==> src/rtl/peri_timer_pkg.sv <==
// rtl/peri_timer_pkg.sv - shared register map, bit indices and CTRL layout for the timer front-end
package peri_timer_pkg;

    localparam logic [1:0] TMR_LOAD   = 2'd0;
    localparam logic [1:0] TMR_COUNT  = 2'd1;
    localparam logic [1:0] TMR_CTRL   = 2'd2;
    localparam logic [1:0] TMR_STATUS = 2'd3;

    localparam int CTRL_IRQ_EN_BIT  = 0;
    localparam int CTRL_RELOAD_BIT  = 1;
    localparam int STAT_EXPIRED_BIT = 0;
    localparam int STAT_RUNNING_BIT = 1;

    typedef struct packed {
        logic reload;
        logic irq_en;
    } tmr_ctrl_t;

endpackage

==> src/rtl/peri_timer_expiry.sv <==
// rtl/peri_timer_expiry.sv - nonzero-to-zero detector on the returned timer count
module peri_timer_expiry (
    input  logic        clk_i,
    input  logic        rst_i,
    input  logic [31:0] cuenta_i,
    output logic        expire
);

    logic prev_nz;
    logic cur_nz;

    assign cur_nz = |cuenta_i;

    always_ff @(posedge clk_i or negedge rst_i) begin
        if (!rst_i) begin
            prev_nz <= 1'b0;
        end else begin
            prev_nz <= cur_nz;
        end
    end

    // A count parked at zero never re-fires; only the edge into zero does.
    assign expire = prev_nz & ~cur_nz;

endmodule

==> src/rtl/peri_timer_ctrl.sv <==
// rtl/peri_timer_ctrl.sv - bus-mapped control, expiry flag, interrupt and auto-reload for the timer core
module peri_timer_ctrl
    import peri_timer_pkg::*;
#(
    parameter bit AUTO_RELOAD_EN = 1'b1
) (
    input  logic        clk_i,
    input  logic        rst_i,
    input  logic        we_i,
    input  logic [3:0]  addr_i,
    input  logic [31:0] wdata_i,
    output logic [31:0] rdata_o,
    input  logic [31:0] cuenta_i,
    output logic [31:0] data_o,
    output logic        load_o,
    output logic        irq_o
);

    logic [1:0]  sel;
    logic        wr_load;
    logic        wr_ctrl;
    logic        wr_status;
    logic        expire;
    logic        reload_fire;
    logic        expired;
    logic        expired_next;
    logic        running;
    logic        unused_addr;
    tmr_ctrl_t   ctrl;
    tmr_ctrl_t   ctrl_next;
    logic [31:0] rd_mux;

    assign sel         = addr_i[3:2];
    assign unused_addr = ^addr_i[1:0];
    assign wr_load     = we_i && (sel == TMR_LOAD);
    assign wr_ctrl     = we_i && (sel == TMR_CTRL);
    assign wr_status   = we_i && (sel == TMR_STATUS);
    assign running     = |cuenta_i;

    peri_timer_expiry u_expiry (
        .clk_i    (clk_i),
        .rst_i    (rst_i),
        .cuenta_i (cuenta_i),
        .expire   (expire)
    );

    always_comb begin
        ctrl_next = ctrl;
        if (wr_ctrl) begin
            ctrl_next.irq_en = wdata_i[CTRL_IRQ_EN_BIT];
            ctrl_next.reload = wdata_i[CTRL_RELOAD_BIT] & AUTO_RELOAD_EN;
        end
    end

    // A same-cycle CTRL write decides whether this expiry reloads.
    assign reload_fire  = expire & ctrl_next.reload;
    assign expired_next = expire | (expired & ~(wr_status & wdata_i[STAT_EXPIRED_BIT]));

    always_comb begin
        rd_mux = 32'd0;
        case (sel)
            TMR_LOAD:   rd_mux = data_o;
            TMR_COUNT:  rd_mux = cuenta_i;
            TMR_CTRL:   rd_mux = {30'd0, ctrl};
            TMR_STATUS: begin
                rd_mux[STAT_EXPIRED_BIT] = expired;
                rd_mux[STAT_RUNNING_BIT] = running;
            end
            default:    rd_mux = 32'd0;
        endcase
    end

    // Software load and auto-reload merge into one pulse; data_o already holds the right value.
    always_ff @(posedge clk_i or negedge rst_i) begin
        if (!rst_i) begin
            data_o  <= 32'd0;
            load_o  <= 1'b0;
            ctrl    <= '0;
            expired <= 1'b0;
            rdata_o <= 32'd0;
        end else begin
            if (wr_load) begin
                data_o <= wdata_i;
            end
            load_o  <= wr_load | reload_fire;
            ctrl    <= ctrl_next;
            expired <= expired_next;
            rdata_o <= rd_mux;
        end
    end

    assign irq_o = expired & ctrl.irq_en;

endmodule

==> config.mk <==
export PLATFORM = sky130hd
export DESIGN_NAME = peri_timer_ctrl
export DESIGN_NICKNAME = d
export VERILOG_FILES = /design/src/rtl/peri_timer_pkg.sv /design/src/rtl/peri_timer_expiry.sv /design/src/rtl/peri_timer_ctrl.sv
export SDC_FILE = /design/constraint.sdc
export NUM_CORES = 1
export LEC_CHECK = 0
export CORE_ASPECT_RATIO = 2
export CORE_MARGIN = 2
export CORE_UTILIZATION = 43
export DETAILED_ROUTE_END_ITERATION = 8
export GPL_TIMING_DRIVEN = 0
export PLACE_DENSITY = 0.85
export SYNTH_ARGS = -nofsm -noshare
export SYNTH_HDL_FRONTEND = slang
export SYNTH_SLANG_ARGS = --single-unit
export TNS_END_PERCENT = 1
==> constraint.sdc <==
create_clock -name clk_i -period 1.8 [get_ports clk_i]
set_input_delay 0.27 -clock clk_i [delete_from_list [all_inputs] [get_ports clk_i]]
set_output_delay 0.27 -clock clk_i [all_outputs]
set_load 0.05 [all_outputs]
==> impl_metrics.py <==
metrics = {
    "drt": {
        "avgViaCountPerCell": 4.94,
        "dr.pass1.iters": 4,
        "routedWlPerCell_um": 17.4,
        "drt_iter0_markers": 68,
        "ant_nets": 0,
        "drc": 0,
        "vias": 2124,
        "wl_um": 7500,
    },
    "synth": {
        "yosys.area.top_type": "dfrtp_1",
        "yosysSeqAreaShare_pct": 62.8,
        "netlist-cell-type-count": 18,
        "ys_warn_count": 0,
        "synth_top_area_share_pct": 62.8,
        "yosys-top-cells-area": "dfrtp_1, mux2_2, mux2i_1, nor2_1, mux4_2",
        "synth_area_sq_um": 2750,
        "syn_nets": 267,
        "postSynthRegisterBits": 69,
        "syn_inst": 196,
        "syn_avg_cell_area_sq_um": 14.0,
    },
    "die": {
        "die-area_sq_um": 7090,
        "die_w_um": 60.6,
        "start_util_pct": 43.9,
        "coreArea_sq_um": 6260,
        "die_h_um": 117,
        "rows": 41,
        "ios": 137,
    },
    "power_and_ir_drop": {
        "power_density_nw_per_um2": 1140,
        "irDropWorstVdd_v": 0.000827,
        "power.total_mw": 5.18,
        "cellLeakagePower_nw": 2.17,
    },
    "cts": {
        "numCtsBuffers": 9,
        "cts_num_sinks": 69,
        "clock_tree.root_cell": "clkbuf_16",
        "clockBufferDepth": 2,
        "cts_tree": "done",
        "cts_setup_buffers": 0,
        "clkTransAtPathRegs_ps": 50,
        "insertion_delay_ps": 330,
        "htree_num_levels": 3,
        "ctsHoldBuffers": 0,
        "cts_resized": 14,
    },
    "setup_path": {
        "end_kind": "output pin",
        "cp.arrival_ps": 1500,
        "crit_chain": "clkdlybuf4s50_1",
        "start_kind": "flip-flop",
        "cp.required_ps": 1530,
        "critPathBufInv": 1,
        "r2r_slack_ps": 820,
        "crit_fanout": 1,
        "cpPeakStageDelay_ps": 840,
        "crit_slowest_cell": "clkdlybuf4s50_1",
        "crit_family": "buffers and inverters",
        "worstSetupPathType": "reg2out",
    },
    "min_path": {
        "min_path_type": "in2async",
    },
    "sta": {
        "maxSlewViolCount": 0,
        "tightest_slew_ps": 850,
        "final-setup-viol-count": 0,
        "hold_viol": 0,
        "max_freq_mhz": 566,
        "relSlewSlack_pct": 43.3,
        "min_period_ps": 1770,
        "skew_ps": 4.61,
        "period_share_pct": 98.2,
        "fin_ws_ps": 32.2,
        "rsz0062_at_grt": "false",
    },
    "global_routing": {
        "overflow": 0,
        "antenna_found_initial": 0,
        "grt_pass1_wl_um": 11300,
        "gr-usage-all-layers_pct": 23.0,
        "grt_max_degree": 70,
        "first_global_vias": 2241,
    },
    "placed_design": {
        "placed_cell_area_sq_um": 4180,
        "gp_congestion": 0.762,
        "io_buffers": 132,
        "hpwlAfterDp_um": 5700,
        "pre_cts_ws_ps": -404,
    },
    "flow_run": {
        "maxCapViolations": 0,
    },
    "layout": {
        "layout_common_cells": "clkdlybuf4s50_1, dfrtp_1, mux2_2, mux2i_1, nor2_1",
        "stdcell_area_sq_um": 4530,
        "utilization_pct": 72.4,
        "final_common_cell": "clkdlybuf4s50_1",
        "num_antenna_cells": 0,
        "final_layout_size_suffix_gt1_share_pct": 18.0,
        "nets": 410,
        "syn_to_final_growth_pct": 64.7,
    },
    "run_status": {
        "status": "finished clean",
    },
}
-- registers in the layout, summed over array words and instances (netlist names) --
signal / flops
expired: 1
rdata_o: 32
u_expiry.prev_nz: 1
ctrl: 2
load_o: 1
data_o: 32
-- worst paths after layout --
| check | from | end | depth (start not counted) |
|---|---|---|---|
| setup / recovery | rdata_o[10]$_DFF_PN0_ | rdata_o[10] | 1 |
| hold / removal | rst_i | rdata_o[29]$_DFF_PN0_ | 1 |
| setup reg to reg | expired$_DFF_PN0_ | rdata_o[0]$_DFF_PN0_ | 1 |
| hold reg to reg | expired$_DFF_PN0_ | expired$_DFF_PN0_ | 2 |
| max in group asynchronous | rst_i | rdata_o[21]$_DFF_PN0_ | 1 |
| min in group clk_i | addr_i[2] | rdata_o[31]$_DFF_PN0_ | 3 |
-- cell type report --
type	instances	area [sq um]
Buffer	11	48.8
Clock buffer	15	268
Clock inverter	1	5.00
Fill cell	446	1730
Inverter	1	3.75
Multi-Input combinational cell	115	1010
Sequential cell	69	1730
Tap cell	86	108
Timing Repair Buffer	132	1360
-- per-layer routing --
layer  global-route usage [%]  up-vias  part of all wire, %
met5                        0        -                    0
met4                     12.3        0                  4.1
met3                     6.15       23                  5.0
met2                     40.5       85                   58
met1                     24.1     1044                   33
li1                         -      972                    -
-- stage by stage --
step	TNS (ps)	std cells	hold slack, ps
2_1_floorplan	0	196	-25.6
5_1_grt	0	430	114
3_5_place_dp	-8420	414	432
4_1_cts	0	430	74.2
6_report	0	430	39.8
3_3_place_gp	-131030	414	494
-- kinds of logic after synthesis --
family / Yosys count / synth area share, %
flip-flops: 69 / 62.8
multiplexers: 66 / 26.5
buffers and inverters: 12 / 1.91
AND/OR/NAND/NOR: 47 / 8.37
AO/OA/AOI/OAI: 2 / 0.455
-- Yosys cell counts --
cell type and number:
dfrtp_1 69, mux2_2 34, mux2i_1 30, nor2_1 30
nor4_1 7, buf_2 6, clkbuf_1 5, nand4_1 3
mux4_2 2, nand2_1 2, and2_1 1, inv_1 1
nand3b_1 1, nor3b_2 1, nor4_2 1, o21ai_0 1
o21bai_1 1, or2_4 1
-- report_power, final --
part	internal, mW	leakage, nW	switching (mW)
combinational	0.621	1.18	1.06
clock	1.01	0.134	0.599
sequential	1.77	0.851	0.125
Note: power is estimated with default switching activity, not from simulation.
